==> src/rtl/shift_sequencer.sv <==
// Multi-cycle variable shifter: walks the set bits of the shift amount from the
// highest down, applying one fixed power-of-two SLL/SRA stage per cycle.
module shift_sequencer #(
  parameter int unsigned WIDTH   = 32,
  parameter int unsigned SHAMT_W = 5
) (
  input  logic               clock,
  input  logic               reset,
  input  logic               start,
  input  logic               op,
  input  logic [WIDTH-1:0]   data_in,
  input  logic [SHAMT_W-1:0] shamt,
  output logic               busy,
  output logic               done,
  output logic [WIDTH-1:0]   result
);

  typedef enum logic [1:0] {
    IDLE  = 2'd0,
    SHIFT = 2'd1,
    DONE  = 2'd2
  } state_e;

  state_e             state_q, state_d;
  logic [WIDTH-1:0]   result_q, result_d;
  logic [SHAMT_W-1:0] rem_q, rem_d;
  logic               op_q, op_d;
  logic               busy_q, busy_d;
  logic               done_q, done_d;

  logic [SHAMT_W-1:0] stage_mask;
  logic [WIDTH-1:0]   stage_res;
  logic [SHAMT_W-1:0] rem_after;

  // Pick the highest pending stage and form its fixed-distance shift of result
  always_comb begin
    stage_mask = '0;
    stage_res  = result_q;
    if (rem_q[4]) begin
      stage_mask = SHAMT_W'(16);
      stage_res  = op_q ? WIDTH'($signed(result_q) >>> 16) : (result_q << 16);
    end else if (rem_q[3]) begin
      stage_mask = SHAMT_W'(8);
      stage_res  = op_q ? WIDTH'($signed(result_q) >>> 8) : (result_q << 8);
    end else if (rem_q[2]) begin
      stage_mask = SHAMT_W'(4);
      stage_res  = op_q ? WIDTH'($signed(result_q) >>> 4) : (result_q << 4);
    end else if (rem_q[1]) begin
      stage_mask = SHAMT_W'(2);
      stage_res  = op_q ? WIDTH'($signed(result_q) >>> 2) : (result_q << 2);
    end else if (rem_q[0]) begin
      stage_mask = SHAMT_W'(1);
      stage_res  = op_q ? WIDTH'($signed(result_q) >>> 1) : (result_q << 1);
    end
    rem_after = rem_q & ~stage_mask;
  end

  // State register
  always_ff @(posedge clock) begin
    if (reset) begin
      state_q <= IDLE;
    end else begin
      state_q <= state_d;
    end
  end

  // Next-state and datapath update
  always_comb begin
    state_d  = state_q;
    result_d = result_q;
    rem_d    = rem_q;
    op_d     = op_q;
    unique case (state_q)
      IDLE: begin
        if (start) begin
          result_d = data_in;
          rem_d    = shamt;
          op_d     = op;
          state_d  = (shamt != '0) ? SHIFT : DONE;
        end
      end
      SHIFT: begin
        result_d = stage_res;
        rem_d    = rem_after;
        state_d  = (rem_after == '0) ? DONE : SHIFT;
      end
      DONE: begin
        state_d = IDLE;
      end
      default: begin
        state_d = IDLE;
      end
    endcase
  end

  // Output decode from the upcoming state so busy/done come straight from flops
  always_comb begin
    busy_d = (state_d != IDLE);
    done_d = (state_d == DONE);
  end

  // Datapath and output registers
  always_ff @(posedge clock) begin
    if (reset) begin
      result_q <= '0;
      rem_q    <= '0;
      op_q     <= 1'b0;
      busy_q   <= 1'b0;
      done_q   <= 1'b0;
    end else begin
      result_q <= result_d;
      rem_q    <= rem_d;
      op_q     <= op_d;
      busy_q   <= busy_d;
      done_q   <= done_d;
    end
  end

  assign busy   = busy_q;
  assign done   = done_q;
  assign result = result_q;

endmodule

==> config.mk <==
export PLATFORM = sky130hd
export DESIGN_NAME = shift_sequencer
export DESIGN_NICKNAME = d
export VERILOG_FILES = /design/src/rtl/shift_sequencer.sv
export SDC_FILE = /design/constraint.sdc
export NUM_CORES = 1
export LEC_CHECK = 0
export CAP_MARGIN = 20
export CORE_AREA = 2 2 118 120
export DETAILED_ROUTE_END_ITERATION = 12
export DIE_AREA = 0 0 120 122
export PLACE_DENSITY = 0.52
export SYNTH_ARGS = -nofsm -noshare
export SYNTH_HDL_FRONTEND = slang
export SYNTH_SLANG_ARGS = --single-unit
==> constraint.sdc <==
create_clock -name clock -period 1.7 [get_ports clock]
set_input_delay 0.17 -clock clock [delete_from_list [all_inputs] [get_ports clock]]
set_output_delay 0.17 -clock clock [all_outputs]
set_load 0.01 [all_outputs]
==> impl_results.md <==
- Via count: 5151
- Drt wl/cell: around 22 um
- Dpl cells: 864
- Critical Path AT: 1.96 ns
- # IOs: 75
- Slew Limit Fails: 0
- Top cells by area, synth: dfxtp_1 23%, nand2_1 8.4%, a21oi_1 5.4%, mux4_2 4.3%, nand2b_1 4.1%
- Endpoint type of the worst setup path: register
- Vias per cell: ~5.8
- Post-Syn Instances: 516
- Post-Route Utilization: 0.480
- Antenna Nets Post-Route: 0
- GRT overflow: 0
- Total power: 4.60 mW
- Die width: 120 um
- Critical Path RT: roughly 1.9 ns
- Die Outline Area: 14600 um2
- Combinational power share: 0.512
- Internal cell power: 2.82 mW
- CTS Buf Count: 5
- Area leader, netlist: dfxtp_1
- Top cells by count, synth: 83 x nand2_1, 42 x dfxtp_1, 40 x a21oi_1, 39 x nor2_1, 25 x o21ai_0
- Synthesized cell area: 3700 um2
- Core Rows: 43
- Vias in the first global route: 5163
- Yosys cell types: 57
- Post-synth top area share: 0.227
- Met2 Track Usage GR: 0.441
- Max-Cap Viols: 0
- Seq pwr share: 0.275
- Clock sinks: 42
- Cts hold-fix bufs: 0
- Slew at the pin closest to its max-slew limit: 0.408 ns
- Switching Fraction: 0.388
- Fin. Hold Viols: 0
- CTS Root Cell: clkbuf_16
- Post-synth EDFFs: 0
- Maximum VDD drop: roughly 0.44 mV
- Port bufs: 74
- Final wirelength: 19800 um
- Status: finished with violations
- Avg Synthesized Cell Area: 7.17 um2
- Most frequent cell after synthesis: nand2_1
- #FFs+latches synth: 42
- M1 GR Usage: 0.355
- Switch Pwr: 1.79 mW
- Sequential share of the synthesized area: 0.227
- Initial DRC count: 464
- YS warnings: 0
- Fillers: 1362
- RePlAce Congestion: between 0.9 and 1
- Syn nets: 557
- Period utilization: 1.04
- Routing usage on met3: 0.0534
- Final critical-path setup slack: -0.0705 ns
- Layout cells sized above 1: 0.392
- Leakage: 2.41 nW
- H-tree levels: 2
- Fmax: 0.565 GHz
- Clock network fraction of total power: 0.212
- Crit path max fanout: 10
- Slew HR: 0.727
- Final setup fails: 8
- Setup CP Type: register to register
- Startpoint types: register
- Worst Clk Skew: 0.00569 ns
- Antenna violations before repair: 1
- Clock Latency Late Sink: 0.30 ns
- Residual DRC: 0
- Global-route wire length before repair: 30300 um
- Violated checks: setup timing
- Async SR Flop Fraction: 0
- Busiest grt layer: met2
- CORE AREA: between 10000 and 15000 um2
- Tot GR Track Use: 0.272
- Initial Util: 0.274
- Area growth from synthesis to layout: 75.4%
- Pwr dens: just over 700 nW/um2
- Top_reg_cell synth: dfxtp_1
- Minimum clock period: 1.77 ns
- Die height: roughly 120 um
- Unrepaired setup endpoints after global routing: true
- Reg clk slew, reported paths: 0.06 ns
- CTS tree: yes
- Hold Crit Class: input pin to register
- Clk buf depth: 2
- Largest net degree at the start of global routing: 23
- Layout Cells excl Fill: 882
- Post-DP HPWL: 14900 um
- Nets: ~740
- Hold WS: 0.439 ns
- DR pass1 iterations: 5
==> cells by family (layout without fill, tap and decap cells) <==
| logic type | count (synthesis) | after routing | synth area share |
|---|---|---|---|
| AOI/OAI and AO/OA | 198 | 198 | 0.370 |
| adders and majority gates | 1 | 1 | 0.00271 |
| buffers and inverters | 52 | 237 | 0.0700 |
| muxes | 14 | 14 | 0.0626 |
| other | 0 | 1 | 0 |
| DFF | 42 | 42 | 0.227 |
| and+or+nand+nor | 209 | 209 | 0.268 |
==> worst max-delay path, stage by stage (launching register included) <==
cell and delay, ns:
dfxtp_4 0.39, buf_12 0.15, buf_12 0.14, mux2i_1 0.21, a32oi_2 0.08, a221o_1 0.37
a221oi_2 0.24, nor3_1 0.06
==> through the flow <==
| stage | cell area, um2 | worst slack, ns | setup TNS [ns] |
|---|---|---|---|
| 5_1_grt | 6480 | -0.125 | -1.34 |
| 2_1_floorplan | 3700 | 0.0449 | 0 |
| 4_1_cts | 6080 | -0.0587 | -0.243 |
| 6_report | 6480 | -0.0705 | -0.244 |
| 3_5_place_dp | 5580 | -0.294 | -3.10 |
| 3_3_place_gp | 5580 | -0.323 | -2.74 |
==> per-layer routing <==
layer  routed length, um  up-vias
li1                    -     2327
met2                9180      268
met3                1410       51
met4                 605        0
met1                8620     2505
met5                   0        -
==> what timing repair did <==
action                                  in CTS  in global routing
pin swaps                                   21                 30
setup buffers                                8                  4
gates cloned                                 2                  1
endpoints found under the setup margin      29                 37
resized for setup                           64                 81
==> power groups by stage <==
stage	sequential, mW	clock, mW	combinational (mW)
floorplan	1.25	0	0.888
global placement	1.26	0	1.98
detailed placement	1.26	0	1.97
CTS	1.25	0.991	2.13
global route	1.27	1.03	2.50
finish	1.27	0.978	2.36
==> placed cells by master, fill, tap and decap left out, types with 11 or more instances in the layout <==
cell | Yosys | layout
buf_4 | 3 | 130
nand2_1 | 83 | 75
clkdlybuf4s50_1 | 0 | 74
dfxtp_1 | 42 | 36
nor2_1 | 39 | 34
a21oi_1 | 40 | 29
o21ai_0 | 25 | 19
a31oi_1 | 20 | 19
a22oi_1 | 18 | 17
nand3_1 | 15 | 15
nand2b_1 | 24 | 14
o22ai_1 | 12 | 11
==> area by class of cell <==
cell class	instances	area, um2	share of cell area
multi-input cells	422	3140	0.484
repair buffers	227	2110	0.326
flip-flops and latches	42	858	0.132
well taps	180	225	0.0347
clock buffers	5	125	0.0193
inverters	3	16.3	0.00251
clock inverters	2	10.0	0.00154
diodes	1	2.50	0.000386
==> state kept, by name, summed over array words and instances (netlist names) <==
name / count
state_q: 2
busy: 1
rem_q: 5
op_q: 1
done: 1
result: 32
==> worst paths after layout <==
check | startpoint | slack, ns | to | cells after the start
worst max-delay path | op_q$_SDFFE_PP0P_ | -0.07 | result[10]$_SDFFE_PP0P_ | 7
worst min-delay path | data_in[31] | 0.44 | result[31]$_SDFFE_PP0P_ | 3
worst max register to register | op_q$_SDFFE_PP0P_ | -0.07 | result[10]$_SDFFE_PP0P_ | 7
worst min register to register | result[30]$_SDFFE_PP0P_ | 0.52 | result[30]$_SDFFE_PP0P_ | 2
Power figures use the tool's default switching activity.
